===== src/rtl/inst_sram_arbiter.sv =====
// inst_sram_arbiter: two-port arbiter in front of the instruction SRAM, one transaction outstanding
module inst_sram_arbiter #(
  parameter int ADDR_WIDTH = 32,
  parameter int DATA_WIDTH = 32,
  parameter int MAX_WAIT   = 4
) (
  input  logic                    clk_i,
  input  logic                    reset_i,
  input  logic                    p0_req_i,
  input  logic [ADDR_WIDTH-1:0]   p0_addr_i,
  input  logic                    p0_we_i,
  input  logic [DATA_WIDTH/8-1:0] p0_be_i,
  input  logic [DATA_WIDTH-1:0]   p0_wdata_i,
  output logic                    p0_gnt_o,
  output logic                    p0_rvalid_o,
  output logic [DATA_WIDTH-1:0]   p0_rdata_o,
  input  logic                    p1_req_i,
  input  logic [ADDR_WIDTH-1:0]   p1_addr_i,
  input  logic                    p1_we_i,
  input  logic [DATA_WIDTH/8-1:0] p1_be_i,
  input  logic [DATA_WIDTH-1:0]   p1_wdata_i,
  output logic                    p1_gnt_o,
  output logic                    p1_rvalid_o,
  output logic [DATA_WIDTH-1:0]   p1_rdata_o,
  output logic                    mem_req_o,
  output logic [ADDR_WIDTH-1:0]   mem_addr_o,
  output logic                    mem_we_o,
  output logic [DATA_WIDTH/8-1:0] mem_be_o,
  output logic [DATA_WIDTH-1:0]   mem_wdata_o,
  input  logic                    mem_gnt_i,
  input  logic                    mem_rvalid_i,
  input  logic [DATA_WIDTH-1:0]   mem_rdata_i,
  output logic                    owner_o,
  output logic                    busy_o,
  output logic                    protocol_err_o
);
  localparam int CW = (MAX_WAIT > 0) ? $clog2(MAX_WAIT + 1) : 1;
  typedef enum logic {IDLE, OUTSTANDING} state_e;
  state_e          state_q, state_d;
  logic            owner_q, owner_d;
  logic [CW-1:0]   starv_q, starv_d;
  logic            lock_q, lock_d;
  logic            lock_sel_q, lock_sel_d;
  logic            err_q, err_d;
  logic            busy, lock_hit, sel, grant;
  // Port selection: a pending ungranted request keeps its port, otherwise p0 wins unless p1 has starved
  always_comb begin
    busy      = state_q == OUTSTANDING;
    lock_hit  = lock_q && (lock_sel_q ? p1_req_i : p0_req_i);
    sel       = lock_hit ? lock_sel_q : (p0_req_i && p1_req_i) ? (starv_q == CW'(MAX_WAIT)) : p1_req_i;
    mem_req_o = !reset_i && (p0_req_i || p1_req_i) && (!busy || mem_rvalid_i);
    grant     = mem_req_o && mem_gnt_i;
  end
  assign mem_addr_o     = sel ? p1_addr_i  : p0_addr_i;
  assign mem_we_o       = sel ? p1_we_i    : p0_we_i;
  assign mem_be_o       = sel ? p1_be_i    : p0_be_i;
  assign mem_wdata_o    = sel ? p1_wdata_i : p0_wdata_i;
  assign p0_gnt_o       = grant && !sel;
  assign p1_gnt_o       = grant && sel;
  assign p0_rvalid_o    = mem_rvalid_i && busy && !owner_q;
  assign p1_rvalid_o    = mem_rvalid_i && busy && owner_q;
  assign p0_rdata_o     = mem_rdata_i;
  assign p1_rdata_o     = mem_rdata_i;
  assign owner_o        = owner_q;
  assign busy_o         = busy;
  assign protocol_err_o = err_q;
  // Next state: a grant (re)opens a transaction, a response without a new grant closes it
  always_comb begin
    state_d    = state_q;
    owner_d    = owner_q;
    if (grant) begin
      state_d = OUTSTANDING;
      owner_d = sel;
    end else if (busy && mem_rvalid_i) begin
      state_d = IDLE;
    end
    starv_d    = (!p1_req_i || p1_gnt_o) ? '0 : (starv_q == CW'(MAX_WAIT)) ? starv_q : starv_q + CW'(1);
    lock_d     = mem_req_o && !mem_gnt_i;
    lock_sel_d = sel;
    err_d      = err_q || (mem_rvalid_i && !busy);
  end
  // State registers, cleared asynchronously so a reset abandons any outstanding response
  always_ff @(posedge clk_i or posedge reset_i) begin
    if (reset_i) begin
      state_q    <= IDLE;
      owner_q    <= 1'b0;
      starv_q    <= '0;
      lock_q     <= 1'b0;
      lock_sel_q <= 1'b0;
      err_q      <= 1'b0;
    end else begin
      state_q    <= state_d;
      owner_q    <= owner_d;
      starv_q    <= starv_d;
      lock_q     <= lock_d;
      lock_sel_q <= lock_sel_d;
      err_q      <= err_d;
    end
  end
endmodule


===== config.mk =====
export PLATFORM = sky130hd
export DESIGN_NAME = inst_sram_arbiter
export DESIGN_NICKNAME = d
export VERILOG_FILES = /design/src/rtl/inst_sram_arbiter.sv
export SDC_FILE = /design/constraint.sdc
export NUM_CORES = 1
export LEC_CHECK = 0
export ABC_AREA = 0
export CORE_AREA = 5 5 121 123
export DETAILED_ROUTE_END_ITERATION = 16
export DIE_AREA = 0 0 126 128
export PLACE_DENSITY_LB_ADDON = 0.08
export SLEW_MARGIN = 40
export SYNTH_ARGS = -nofsm -noshare
export SYNTH_HDL_FRONTEND = slang
export SYNTH_SLANG_ARGS = --single-unit

===== constraint.sdc =====
create_clock -name clk_i -period 2.55 [get_ports clk_i]
set_input_delay 0.3825 -clock clk_i [delete_from_list [all_inputs] [get_ports clk_i]]
set_output_delay 0.3825 -clock clk_i [all_outputs]
set_load 0.01 [all_outputs]

==> results of run 1 <==
==> synth_stat cells, types with 2 or more instances <==
cell	number	area, um2
inv_1	6	22.5
mux2_2	2	22.5
o211ai_1	2	15.0
nand2_1	6	22.5
mux2_4	67	1010
buf_12	6	120
ha_1	2	25.0
nand3b_1	2	15.0
dfrtp_1	8	200
buf_4	64	480
a311oi_1	2	17.5
nor2_1	4	15.0
==> logic make-up after synthesis <==
logic type / Yosys count / share of synthesized area (%)
fa+ha+maj: 2 / 1.20
flops: 8 / 9.63
compound gates: 9 / 3.31
buf+inv: 78 / 31.2
simple gates: 18 / 4.21
xor+xnor: 1 / 0.422
mux: 70 / 50.0
==> worst paths after layout <==
kind	cells past startpoint	slack [ns]	endpoint	from
max	8	0.07	mem_wdata_o[20]	starv_q[1]
min	1	0.45	protocol_err_o	protocol_err_o
max reg2reg	7	1.02	owner_o	starv_q[1]
min reg2reg	1	0.45	protocol_err_o	protocol_err_o
max in group asynchronous	2	1.82	starv_q[1]	reset_i
min in group asynchronous	2	0.50	busy_o	reset_i
==> power by group <==
| part | switching (mW) | internal, mW | total, mW |
|---|---|---|---|
| Clock | 0.0590 | 0.202 | 0.261 |
| Combinational | 0.234 | 0.497 | 0.731 |
| Sequential | 0.00969 | 0.139 | 0.149 |
==> layer usage <==
| metal | routed length (um) | part of all wire, % | GRT usage [%] | vias to the layer above |
|---|---|---|---|---|
| li1 | - | - | - | 926 |
| met1 | 3520 | 38 | 11.5 | 828 |
| met2 | 4560 | 50 | 17.9 | 163 |
| met3 | 1040 | 11 | 4.46 | 6 |
| met4 | 27 | 0.29 | 0.946 | 2 |
| met5 | 20 | 0.22 | 0 | - |
==> registers in the layout, summed over array words and instances, names as in the netlist <==
signal	cells
protocol_err_o	1
starv_q	3
owner_o	1
busy_o	1
lock_sel_q	1
lock_q	1
==> layout make-up <==
type                    count  area [um2]
fillers                  1468        9450
repair buffers            242        2330
multi-input cells         100        1250
well taps                 180         225
flip-flops and latches      8         200
clock buffers               3        75.1
inverters                   6        22.5
==> metrics by stage <==
stage	total power, mW	area (um2)
floorplan	0.567	2080
global placement	0.931	4060
detailed placement	0.930	4060
CTS	1.14	4080
global route	1.21	4110
finish	1.14	4110
==> timing repair <==
item                                    4_1_cts  5_1_grt
setup buffers                                 0        5
pin swaps                                     3        1
gates cloned                                  0        1
endpoints found under the setup margin       69       25
gates resized for setup                      85       65
==> reports/results.txt, run 1 <==
Die Area - 16100 um2
Crit Path Max Fanout - 9
most frequent cells in the layout - clkdlybuf4s50_1 (150), mux2_4 (67), clkdlybuf4s15_1 (28), clkbuf_2 (22)
clk_lat worst skew - 0.23 ns
Tmin final - 2.48 ns
VDD IR max - 0.254 mV
gr ovfl total - 0
Ys Warns - 0
CP max-delay cell - dfrtp_1
drt drc - 0
ys flop type - dfrtp_1
fmax - 403 MHz
crit path DAT - 2.10 ns
leakage - 1.95 nW
cells after synthesis - 186
post-route setup slack - 0.0712 ns
status - finished clean
vias in the first global route - 2059
DR WL/cell - 17.0 um
Non-Filler Instances - 539
post-layout util - 30.3%
CTS root buf - clkbuf_16
GPL Wtd Cong - 0.769
syn_nets - 364
antenna violations before repair - 1
CTS Buf Count - 3
Via density - 3.57
fraction of layout cells with a size suffix above 1 - 33.4%
worst hold slack - 0.453 ns
post-placement cell count - 530
CP startpoint kind - flop
Relative slew margins - 79.0%
ANT cells - 0
first-pass GRT wire length - 12600 um
NumNets Final - 539
Post-Place Worst Slack - -0.149 ns
PwrDens - 278 nW/um2
IO Pins - 317
area delta synth->final - 97.6%
CTS Hold Bufs - 0
Max Cap Viol - 0
Crit Path Category - flop to output pin
Post-synth EDFFs - 0
First-pass DRT Iterations - 3
final setup violation count - 0
Distinct cells, synth - 27
Setup TNS Final - 0 ns
Clock transition at path regs - 0.04 ns
clock sinks - 8
endpoints failing hold - 0
Rows - 43
Hold Crit Class - flop to flop
Mapped Area - 2080 um2
Die Height - 128 um
global-route usage over all layers - 10.0%
Slew @ Worst Pin - 0.315 ns
H-tree levels - 1
Die Span X - 126 um
Vias - 1925
routed wire length - 9160 um
sequential share of the synthesized area - 9.63%
CP required - 2.17 ns
Post-synth ARST share - 100%
clk_skew - 0.00186 ns
Initial Util - 15.3%
fin crit share - 97.2%
crit path capture type - output pin
register bit total from synthesis - 8
Core Area - 13600 um2
# port buffers - 220
Buf+Inv Stages, Crit Path - 4
CTS tree - built
worst path cell trace - inv_2, ha_4, nand3b_1, a31o_4, buf_4, clkbuf_16, mux2_4, clkdlybuf4s15_1
Detail Route Antenna Nets - 0
Crit path max-delay family - buffers and inverters
Slew Viols, Final - 0
CTS Buffer Depth - 2
largest net degree at the start of global routing - 20
1st-iter DRT viols - 26
Avg Synthesized Cell Area - 11.2 um2
Max stage delay on crit path - 0.38 ns
Post-DP HPWL - 8100 um
commonest non-fill, non-tap cell in the layout - clkdlybuf4s50_1
(Power assumes the default switching activity.)
==> inputs of run 2 (changes only) <==
CTS_BUF_LIST = sky130_fd_sc_hd__clkbuf_2   (was default)
==> reports/results.txt, run 2 (synthesized netlist as in run 1, its figures left out) <==
global-route usage over all layers - 10.0%
status - finished clean
CP max-delay cell - dfrtp_1
H-tree levels - 1
Relative slew margins - 78.6%
final setup violation count - 0
Core Area - 13600 um2
fmax - 403 MHz
antenna violations before repair - 1
Setup TNS Final - 0 ns
endpoints failing hold - 0
Crit Path Max Fanout - 16
RSZ-0062 raised after global routing - yes
most frequent cells in the layout - clkdlybuf4s50_1 (150), mux2_4 (67), clkbuf_2 (44), buf_4 (16), dlygate4sd2_1 (14)
worst hold slack - 0.469 ns
Die Height - 128 um
IO Pins - 317
clk_skew - 0.00930 ns
area delta synth->final - 89.5%
# port buffers - 220
Slew Viols, Final - 0
routed wire length - 9220 um
Initial Util - 15.3%
PwrDens - 240 nW/um2
CTS tree - built
largest net degree at the start of global routing - 20
vias in the first global route - 2058
Reg area - 200 um2
worst path cell trace - inv_2, ha_4, nand3b_1, a31o_4, buf_4, buf_4, buf_12, mux2_4, clkbuf_2
Multi-input gate area - 1250 um2
NumNets Final - 540
clock sinks - 8
DR WL/cell - 17.1 um
clk_lat worst skew - 0.23 ns
first-pass GRT wire length - 12700 um
ANT cells - 0
Via density - 3.58
CTS Buffer Depth - 2
crit-path most repeated cell - buf_4
VDD IR max - 0.112 mV
Max Cap Viol - 0
max reg flops - 3
Clock transition at path regs - 0.07 ns
Max stage delay on crit path - 0.39 ns
crit path DAT - 2.10 ns
CTS root buf - clkbuf_2
leakage - 1.89 nW
Crit Path Category - flop to output pin
First-pass DRT Iterations - 4
drt drc - 0
Post-DP HPWL - 8100 um
CP startpoint kind - flop
CP required - 2.17 ns
CTS Buf Count - 3
Die Area - 16100 um2
gr ovfl total - 0
GPL Wtd Cong - 0.769
Die Span X - 126 um
fraction of layout cells with a size suffix above 1 - 41.1%
Vias - 1931
Largest Register - starv_q
# fillers - 1492
1st-iter DRT viols - 23
Slew @ Worst Pin - 0.321 ns
Rows - 43
Detail Route Antenna Nets - 0
crit path capture type - output pin
commonest non-fill, non-tap cell in the layout - clkdlybuf4s50_1
Tmin final - 2.48 ns
fin crit share - 97.4%
Hold Crit Class - flop to flop
[run 2: repair_timing]
action | CTS | global route
setup endpoints to repair | 69 | 54
gates cloned | 0 | 1
pin swaps | 3 | 1
endpoints found under the hold margin | 0 | 0
hold buffers | 0 | 0
resized for setup | 98 | 89
setup buffers | 0 | 6
[run 2: critical path: cells and delay by family (launching register included)]
kind	cells	cell delay [ns]
compound gates	1	0.29
flops	1	0.39
fa+ha+maj	1	0.14
buf+inv	5	0.62
mux	1	0.30
simple gates	1	0.13
[run 2: final timing paths]
path / slack (ns) / endpoint / startpoint / cells after the start
max: 0.07 / mem_wdata_o[12] / starv_q[1] / 9
min: 0.47 / protocol_err_o / protocol_err_o / 1
max reg2reg: 0.91 / owner_o / starv_q[1] / 8
min reg2reg: 0.47 / protocol_err_o / protocol_err_o / 1
max in group asynchronous: 1.82 / starv_q[1] / reset_i / 2
min in group asynchronous: 0.48 / owner_o / reset_i / 2
[run 2: final cells by class]
type                       instances  share of cell area, %
clock buffer                       3                  0.381
inverter                           6                  0.572
multi-input combinational        100                   31.7
sequential                         8                   5.08
tap                              180                   5.72
timing repair buffer             243                   56.5
[run 2: metrics by stage]
stage	setup slack (ns)	util, %	power, mW	area [um2]	std cells
3_5_place_dp	-0.149	29.9	0.930	4060	530
3_3_place_gp	-0.147	29.9	0.931	4060	530
5_1_grt	-0.0510	29.1	1.01	3940	540
6_report	0.0674	29.1	0.943	3940	540
4_1_cts	-0.132	29.8	0.962	4040	533
2_1_floorplan	0.623	-	0.567	2080	186
[run 2: layer usage]
layer / vias up / track usage [%] / wire length [um]
met5: - / 0 / 13
met4: 2 / 0.946 / 27
met1: 831 / 11.6 / 3560
met2: 165 / 17.7 / 4560
li1: 927 / - / -
met3: 6 / 4.63 / 1060
[run 2: power by group]
part | internal (mW) | switching [mW] | total, mW
logic | 0.486 | 0.234 | 0.720
clock network | 0.0321 | 0.0435 | 0.0756
registers | 0.138 | 0.00982 | 0.148
total | 0.656 | 0.288 | 0.943
==> inputs of run 3 (changes only) <==
CORE_AREA = 5 5 118 120   (was 5 5 121 123)
DIE_AREA = 0 0 123 125   (was 0 0 126 128)
REMOVE_ABC_BUFFERS = 1   (was default)
clock period = 2.12 ns   (was 2.55 ns; I/O delays follow)
==> reports/results.txt, run 3 (synthesized netlist as in run 1, its figures left out) <==
Die Span X - 123 um
final setup violation count - 69
max reg flops - 3
crit path capture type - output pin
CTS Buffer Depth - 2
fraction of layout cells with a size suffix above 1 - 47.8%
leakage - 1.97 nW
PwrDens - 296 nW/um2
IO Pins - 317
CTS tree - built
routed wire length - 11800 um
Post-DP HPWL - 10000 um
Die Height - 125 um
Multi-input gate area - 1260 um2
vias in the first global route - 2383
commonest non-fill, non-tap cell in the layout - clkdlybuf4s50_1
Relative slew margins - 79.3%
clock sinks - 8
DR WL/cell - 21.9 um
post-layout util - 32.8%
Vias - 2071
largest net degree at the start of global routing - 15
VDD IR max - 0.121 mV
Detail Route Antenna Nets - 0
1st-iter DRT viols - 69
clk_lat worst skew - 0.22 ns
Reg-to-Reg End - owner_o
Slew @ Worst Pin - 0.310 ns
first-pass GRT wire length - 16400 um
failing checks - negative setup slack
CTS Buf Count - 3
area delta synth->final - 103%
Largest Register - starv_q
CP required - 1.80 ns
Reg area - 200 um2
CP startpoint kind - flop
global-route usage over all layers - 14.6%
Crit Path Max Fanout - 7
antenna violations before repair - 2
Slew Viols, Final - 0
Via density - 3.84
Crit Path Category - flop to output pin
drt drc - 0
# port buffers - 220
fmax - 436 MHz
GPL Wtd Cong - 0.759
Core Area - 12900 um2
status - finished with violations
Die Area - 15400 um2
clk_skew - 0.00871 ns
crit path DAT - 1.98 ns
endpoints failing hold - 0
Initial Util - 16.1%
post-route setup slack - -0.176 ns
fin crit share - 108%
Tmin final - 2.30 ns
R2R depth - 8
R2R Setup Slk - 0.46 ns
Tot Pwr - 1.25 mW
First-pass DRT Iterations - 3
CTS Hold Bufs - 0
H-tree levels - 1
Reg-to-Reg Start - starv_q[1]
Rows - 42
CTS root buf - clkbuf_2
RSZ-0062 raised after global routing - yes
Clock transition at path regs - 0.08 ns
Non-Filler Instances - 540
gr ovfl total - 0
Worst Setup SP - starv_q[1]
# fillers - 1333
Max Cap Viol - 0
Setup crit end - mem_addr_o[18]
post-placement cell count - 526
NumNets Final - 542
most frequent cells in the layout - clkdlybuf4s50_1 (149), mux2_4 (67), buf_6 (63), buf_4 (16), buf_2 (11)
Hold Crit Class - flop to flop
## run 3: changes by cell type in the layout (fill, tap and decap cells not counted), sizes merged
cell           change
buf               +67
clkbuf            -42
dlygate4sd2       -13
clkdlybuf4s15      -6
dlymetal6s2s       -3
diode              +2
clkdlybuf4s50      -1
## run 3: layer usage
layer	vias to the layer above	global-route usage (%)	wire, um
met4	0	1.95	90
met5	-	0	0
li1	935	-	-
met3	4	13.9	2380
met2	195	21.0	5120
met1	937	16.0	4220
## run 3: stage by stage
step / setup TNS, ns / setup WS, ns / instance area (um2) / hold slack, ns
4_1_cts: -13.21 / -0.272 / 4260 / 0.476
3_5_place_dp: -22.42 / -0.367 / 4040 / 0.460
6_report: -6.77 / -0.176 / 4220 / 0.471
5_1_grt: -14.93 / -0.296 / 4220 / 0.492
3_3_place_gp: -23.10 / -0.376 / 4040 / 0.447
2_1_floorplan: -59.05 / -0.913 / 1450 / 0.134
## run 3: worst min-delay path by stage
stage,depth (start not counted),slack [ns],to,start
global placement,1,0.45,protocol_err_o,protocol_err_o
detailed placement,1,0.46,protocol_err_o,protocol_err_o
floorplan,1,0.13,busy_o,reset_i
global route,1,0.49,protocol_err_o,protocol_err_o
CTS,1,0.48,protocol_err_o,protocol_err_o
finish,1,0.47,protocol_err_o,protocol_err_o
## run 3: final cells by class
cell class / instances / area share (%)
Inverter: 6 / 0.534
Multi-Input combinational cell: 100 / 29.9
Timing Repair Buffer: 245 / 59.2
Tap cell: 176 / 5.22
Sequential cell: 8 / 4.75
Clock buffer: 3 / 0.356
Antenna cell: 2 / 0.119
## run 3: worst max-delay path, stage by stage (launching register included)
cell      delay, ns
dfrtp_1        0.40
inv_2          0.07
ha_4           0.13
nand3b_1       0.10
a31o_4         0.32
buf_6          0.15
buf_16         0.14
mux2_4         0.30
buf_6          0.13
## run 3: timing repair
action / 4_1_cts / 5_1_grt
endpoints found under the setup margin: 71 / 70
cloned: 4 / 0
pin swaps: 2 / 1
setup buffers: 8 / 3
resized for setup: 356 / 11
## run 3: power breakdown
| group | internal (mW) | switching [mW] |
|---|---|---|
| Combinational | 0.673 | 0.314 |
| Sequential | 0.166 | 0.0115 |
| Clock | 0.0386 | 0.0466 |
| Total | 0.877 | 0.373 |
